## config.mk

```make
export PLATFORM = sky130hd
export DESIGN_NAME = cpu_run_ctrl
export DESIGN_NICKNAME = d
export VERILOG_FILES = /design/src/rtl/cpu_run_ctrl.sv
export SDC_FILE = /design/constraint.sdc
export NUM_CORES = 1
export LEC_CHECK = 0
export ABC_CLOCK_PERIOD_IN_PS = 2800
export CORE_UTILIZATION = 43
export CTS_BUF_LIST = sky130_fd_sc_hd__clkbuf_8
export DETAILED_ROUTE_END_ITERATION = 12
export PLACE_DENSITY = 0.82
export SLEW_MARGIN = 20
export SYNTH_ARGS = -nofsm -noshare
export SYNTH_HDL_FRONTEND = slang
export SYNTH_SLANG_ARGS = --single-unit
```

## constraint.sdc

```tcl
create_clock -name clk_i -period 2.8 [get_ports clk_i]
set_clock_uncertainty 0.1 [all_clocks]
set_input_delay 0.56 -clock clk_i [delete_from_list [all_inputs] [get_ports clk_i]]
set_output_delay 0.56 -clock clk_i [all_outputs]
set_load 0.03 [all_outputs]
```

## src/rtl/cpu_run_ctrl.sv

```systemverilog
// rtl/cpu_run_ctrl.sv - run controller for the MIPS cores: CPU reset sequencing, cycle/store counting, halt/timeout detection
//
// Purpose:
//   Holds the CPU in reset until a start request arrives. It then keeps cpu_rst_o
//   high for RST_CYCLES cycles and releases the CPU into RUN. While in RUN it counts
//   cycles and data-memory stores. A run ends in DONE when the halt instruction is
//   fetched, and in TIMEOUT when MAX_CYCLES RUN cycles have elapsed without a halt.
//   In DONE and TIMEOUT the CPU is frozen in reset and the counters hold until the
//   next start.
//
// Optional feature (macro STALL_DET_EN):
//   When defined, a PC that stays unchanged for STALL_LIMIT consecutive RUN cycles
//   (a "j ." self-loop) also ends the run in DONE. When undefined, prev_adr and
//   stable_cnt are not built, and only HALT_INST or the timeout end a run.
//
// Ports:
//   clk_i          system clock, rising edge
//   rst_i          asynchronous active-high reset
//   start_i        single-cycle run request (accepted in IDLE, DONE, TIMEOUT)
//   inst_adr_i     CPU program counter
//   inst_i         instruction currently fetched
//   mem_write_i    CPU data-memory write strobe
//   cpu_rst_o      reset to the CPU, active-high
//   running_o      high while in RUN
//   done_o         run ended by halt (held until the next start)
//   timeout_o      run ended by MAX_CYCLES (held until the next start)
//   cycle_count_o  RUN cycles elapsed
//   store_count_o  mem_write cycles seen in RUN, saturating

module cpu_run_ctrl #(
    parameter int                ADDR_W      = 32,
    parameter int                INST_W      = 32,
    parameter int                CNT_W       = 16,
    parameter int                RST_CYCLES  = 2,
    parameter int                MAX_CYCLES  = 312,
    parameter logic [INST_W-1:0] HALT_INST   = INST_W'(32'h0000000C),
    parameter int                STALL_LIMIT = 4
) (
    input  logic              clk_i,
    input  logic              rst_i,
    input  logic              start_i,
    input  logic [ADDR_W-1:0] inst_adr_i,
    input  logic [INST_W-1:0] inst_i,
    input  logic              mem_write_i,
    output logic              cpu_rst_o,
    output logic              running_o,
    output logic              done_o,
    output logic              timeout_o,
    output logic [CNT_W-1:0]  cycle_count_o,
    output logic [CNT_W-1:0]  store_count_o
);

    typedef enum logic [2:0] {
        S_IDLE    = 3'd0,
        S_RESET   = 3'd1,
        S_RUN     = 3'd2,
        S_DONE    = 3'd3,
        S_TIMEOUT = 3'd4
    } state_t;

    // The reset counter must be able to hold RST_CYCLES. RUN is entered on the
    // edge where the counter shows RST_CYCLES-1, because the start edge itself
    // already opened the first RESET cycle.
    localparam int                RCNT_W   = $clog2(RST_CYCLES + 1);
    localparam logic [RCNT_W-1:0] RST_LAST = RCNT_W'(RST_CYCLES - 1);
    localparam logic [CNT_W-1:0]  MAX_CNT  = CNT_W'(MAX_CYCLES);

    state_t              state_q, state_d;
    logic [RCNT_W-1:0]   rst_cnt_q, rst_cnt_d;
    logic [CNT_W-1:0]    cycle_q, cycle_d;
    logic [CNT_W-1:0]    store_q, store_d;
    logic [CNT_W-1:0]    cycle_inc;
    logic                start_ok;
    logic                stall_hit;
    logic                halt_hit;

    // start is honoured only in the states that are waiting for a run.
    assign start_ok  = start_i && (state_q == S_IDLE || state_q == S_DONE ||
                                   state_q == S_TIMEOUT);
    assign cycle_inc = cycle_q + CNT_W'(1);

`ifdef STALL_DET_EN
    // Self-loop detector. stable_cnt counts the RUN cycles whose PC repeats the
    // PC of the previous RUN cycle. In the first RUN cycle (cycle_q still 0),
    // prev_adr holds a value from an earlier run, so no comparison is made.
    localparam int                SCNT_W    = $clog2(STALL_LIMIT + 1);
    localparam logic [SCNT_W-1:0] STALL_MAX = SCNT_W'(STALL_LIMIT);

    logic [ADDR_W-1:0] prev_adr_q, prev_adr_d;
    logic [SCNT_W-1:0] stable_cnt_q, stable_cnt_d;

    always_comb begin
        prev_adr_d   = prev_adr_q;
        stable_cnt_d = stable_cnt_q;
        if (state_q == S_RUN) begin
            prev_adr_d = inst_adr_i;
            if (cycle_q != '0 && inst_adr_i == prev_adr_q) begin
                stable_cnt_d = stable_cnt_q + SCNT_W'(1);
            end else begin
                stable_cnt_d = '0;
            end
        end else if (state_q == S_RESET) begin
            stable_cnt_d = '0;
        end
    end

    // The stall decision uses the updated count, so the cycle that completes the
    // repeat sequence is the one that ends the run (and is itself counted).
    assign stall_hit = (state_q == S_RUN) && (stable_cnt_d == STALL_MAX);

    always_ff @(posedge clk_i or posedge rst_i) begin
        if (rst_i) begin
            prev_adr_q   <= '0;
            stable_cnt_q <= '0;
        end else begin
            prev_adr_q   <= prev_adr_d;
            stable_cnt_q <= stable_cnt_d;
        end
    end
`else
    logic unused_inst_adr;

    assign stall_hit       = 1'b0;
    assign unused_inst_adr = ^inst_adr_i;
`endif

    assign halt_hit = (inst_i == HALT_INST) || stall_hit;

    // State register.
    always_ff @(posedge clk_i or posedge rst_i) begin
        if (rst_i) begin
            state_q <= S_IDLE;
        end else begin
            state_q <= state_d;
        end
    end

    // Next-state logic. A halt takes priority over a timeout in the same cycle.
    always_comb begin
        state_d = state_q;
        case (state_q)
            S_IDLE, S_DONE, S_TIMEOUT: begin
                if (start_i) begin
                    state_d = S_RESET;
                end
            end
            S_RESET: begin
                if (rst_cnt_q == RST_LAST) begin
                    state_d = S_RUN;
                end
            end
            S_RUN: begin
                if (halt_hit) begin
                    state_d = S_DONE;
                end else if (cycle_inc == MAX_CNT) begin
                    state_d = S_TIMEOUT;
                end
            end
            default: state_d = S_IDLE;
        endcase
    end

    // Output decode from the state flops only. No input reaches these outputs
    // combinationally.
    always_comb begin
        cpu_rst_o = 1'b1;
        running_o = 1'b0;
        done_o    = 1'b0;
        timeout_o = 1'b0;
        case (state_q)
            S_RUN: begin
                cpu_rst_o = 1'b0;
                running_o = 1'b1;
            end
            S_DONE:    done_o    = 1'b1;
            S_TIMEOUT: timeout_o = 1'b1;
            default: ;
        endcase
    end

    // Counter next-state. The counters are cleared on an accepted start and hold
    // in every state other than RESET and RUN.
    always_comb begin
        rst_cnt_d = rst_cnt_q;
        cycle_d   = cycle_q;
        store_d   = store_q;
        if (start_ok) begin
            rst_cnt_d = '0;
            cycle_d   = '0;
            store_d   = '0;
        end else if (state_q == S_RESET) begin
            rst_cnt_d = rst_cnt_q + RCNT_W'(1);
        end else if (state_q == S_RUN) begin
            cycle_d = cycle_inc;
            if (mem_write_i && store_q != '1) begin
                store_d = store_q + CNT_W'(1);
            end
        end
    end

    always_ff @(posedge clk_i or posedge rst_i) begin
        if (rst_i) begin
            rst_cnt_q <= '0;
            cycle_q   <= '0;
            store_q   <= '0;
        end else begin
            rst_cnt_q <= rst_cnt_d;
            cycle_q   <= cycle_d;
            store_q   <= store_d;
        end
    end

    assign cycle_count_o = cycle_q;
    assign store_count_o = store_q;

endmodule

```

==> results.yml <==
final_layout:
  layout_common_cells: "clkdlybuf4s50_1, dfrtp_1, o21ai_0, nor2_1, nand2_1"
  antenna_cells: 0
  instances_no_fill: 408
  final_common_cell: "clkdlybuf4s50_1"
  final_net_count: 409
  fillers: 451
  syn_to_final_growth_pct: 37.8
  drive_gt1_frac: 0.0828
die:
  chipHeight_um: 75.6
  coreArea_mm2: 0.00517
  fp-row-count: 26
  io_pins: 104
  initial_core_util: 0.451
  dieArea_mm2: 0.00572
  die_x_um: 75.6
worst_setup_path:
  cp_slowest_cell: "clkdlybuf4s50_1"
  crit_path_start: "state_q[0]"
  start_kind: "register"
  required_ns: 2.14
  critical_path_arrival_ns: 1.99
  timing.rr.start: "cycle_count_o[1]"
  crit_fanout: 13
  cp_slowest_stage_delay_ns: 0.74
  critPathKind: "register to output port"
  cp_top_family: "buffers and inverters"
  path_cells: "nor2_1, nand2_1, clkdlybuf4s50_1"
  worst-path-buf-inv: 1
  cp-end-kind: "output port"
worst_hold_path:
  hold_class: "register to register"
  min-delay-start: "rst_cnt_q[1]"
placed_design:
  hpwl_um: 4180
  dp.cells: 400
  io_buffers: 71
  place_congestion: 0.777
drt:
  wl_per_cell_um: 14.5
  drt_iter0_drc: 97
  drt-total-wl_um: 5910
  drc_errors: 0
  antenna_left: 0
  viasPerCell: 5.76
  firstDrtPassIters: 4
  vias: 2349
yosys:
  ys_seq_area_frac: 0.397
  synthArstFlopShare: 1.00
  syn_area_mm2: 0.00233
  syn_nets: 341
  ys_types: 53
  avgSynthCellArea_um2: 8.67
  synth_cells: 269
  synth_flop_cell: "dfrtp_1"
  yosys_warnings: 0
  synth_edf_count: 0
  synth-seq-cells: 37
global_routing:
  grt_max_degree: 38
  grt_pass1_wl_um: 9580
  antenna_found_initial: 0
  grt_pass1_vias: 2097
  grt_overflow: 0
  gr-usage-all-layers: 0.219
clocking:
  clk_pin_slew_ns: 0.08
  ctsHoldBuffers: 0
  cts_tree: "built"
  clock_path_buffers: 2
  clkLatencyLatePin_ns: 0.29
  cts-root-buf: "clkbuf_8"
  cts_sinks: 37
  cts_setup_buffers: 0
  numCtsBuffers: 5
  htreeDepth: 2
  cts_resized: 0
timing:
  fmax_ghz: 0.377
  tightestPinTransition_ns: 0.744
  setup_tns_ns: 0
  grt_setup_unrepaired: "false"
  final.min_clock_period_ns: 2.65
  hold_viol_final: 0
  slew_headroom: 0.504
  slew_viol_final: 0
  post-route-period-util: 0.948
  setup_violations: 0
power:
  ir_worst_vdd_mv: 0.419
  power.density_mw_per_mm2: 585
  total_power_mw: 1.88
  p_leak_nw: 1.30
run_status:
  outcome: "finished, final reports clean"
flow_run:
  drv_cap: 0
[cells in the mapped netlist, types with 2 or more instances]
cell      number  share of area
a31oi_1        6          0.016
dfrtp_1       37           0.40
nor3b_1        2         0.0064
nor3_1         8          0.017
nor4_1         8          0.021
nor2_1        26          0.042
clkbuf_1       9          0.014
inv_1          6         0.0097
and3b_1        2         0.0075
and3_1         6          0.016
nand2_1       25          0.040
and4_1         6          0.023
o311ai_1       2         0.0075
buf_2          6          0.013
nand4_1       13          0.035
o21ai_0       34          0.073
mux2_2         2         0.0097
nand3b_1       2         0.0064
a21oi_1        8          0.017
or3_1          4          0.011
o31ai_1        3         0.0097
nand4_2        2          0.011
xnor2_1        4          0.015
o211a_1        2         0.0086
nand3_1       12          0.026
xor2_1         4          0.015
ha_1           4          0.021
[worst paths after layout]
kind | end | depth (start not counted) | slack (ns)
worst max-delay path | cpu_rst_o | 3 | 0.15
worst min-delay path | rst_cnt_q[1] | 2 | 0.40
worst max register to register | state_q[1] | 7 | 0.37
worst min register to register | rst_cnt_q[1] | 2 | 0.40
max in group asynchronous | cycle_count_o[12] | 3 | 1.67
min in group asynchronous | store_count_o[0] | 3 | 0.59
[kinds of logic after synthesis]
family,Yosys count,share of synthesized area
simple gates,126,0.305
compound gates,69,0.190
flops,37,0.397
buf+inv,22,0.0419
xor+xnor,8,0.0301
fa+ha+maj,4,0.0215
mux,3,0.0140
[power by group]
| group | leakage [nW] | internal [mW] | switching, mW |
|---|---|---|---|
| Clock | 0.0626 | 0.287 | 0.193 |
| Sequential | 0.507 | 0.588 | 0.103 |
| Combinational | 0.729 | 0.310 | 0.399 |
| Total | 1.30 | 1.18 | 0.695 |
[per-stage QoR]
stage	util	hold slack, ns	setup slack, ns	instance area [um2]
after floorplan	-	0.348	0.526	2330
after global placement	0.599	0.362	0.220	3100
after detailed placement	0.599	0.376	0.197	3100
after CTS	0.621	0.393	0.144	3210
after global routing	0.621	0.432	0.0263	3210
final	0.621	0.401	0.147	3210
[sequential cells by signal, summed over array words and instances (netlist names)]
signal and cells:
store_count_o 16, state_q 3, rst_cnt_q 2, cycle_count_o 16
[final cells by class]
| type | count | area, um2 | area share |
|---|---|---|---|
| clock inverter | 2 | 33.8 | 0.0105 |
| multi-input combinational | 210 | 1310 | 0.407 |
| clock buffer | 6 | 82.6 | 0.0257 |
| inverter | 6 | 22.5 | 0.00701 |
| timing repair buffer | 77 | 753 | 0.234 |
| sequential | 37 | 926 | 0.288 |
| tap | 70 | 87.6 | 0.0273 |
[worst min-delay path, stage by stage (launching register included)]
cell and delay, ns:
dfrtp_1 0.35, nand2_1 0.05, o21ai_0 0.06
[metal layers]
| layer | GRT usage | vias up | part of all wire |
|---|---|---|---|
| met5 | 0 | - | 0 |
| met4 | 0.0597 | 0 | 0.010 |
| met3 | 0.0423 | 10 | 0.045 |
| met2 | 0.375 | 75 | 0.49 |
| met1 | 0.285 | 1121 | 0.45 |
| li1 | - | 1143 | - |
Note: power is estimated with default switching activity, not from simulation.
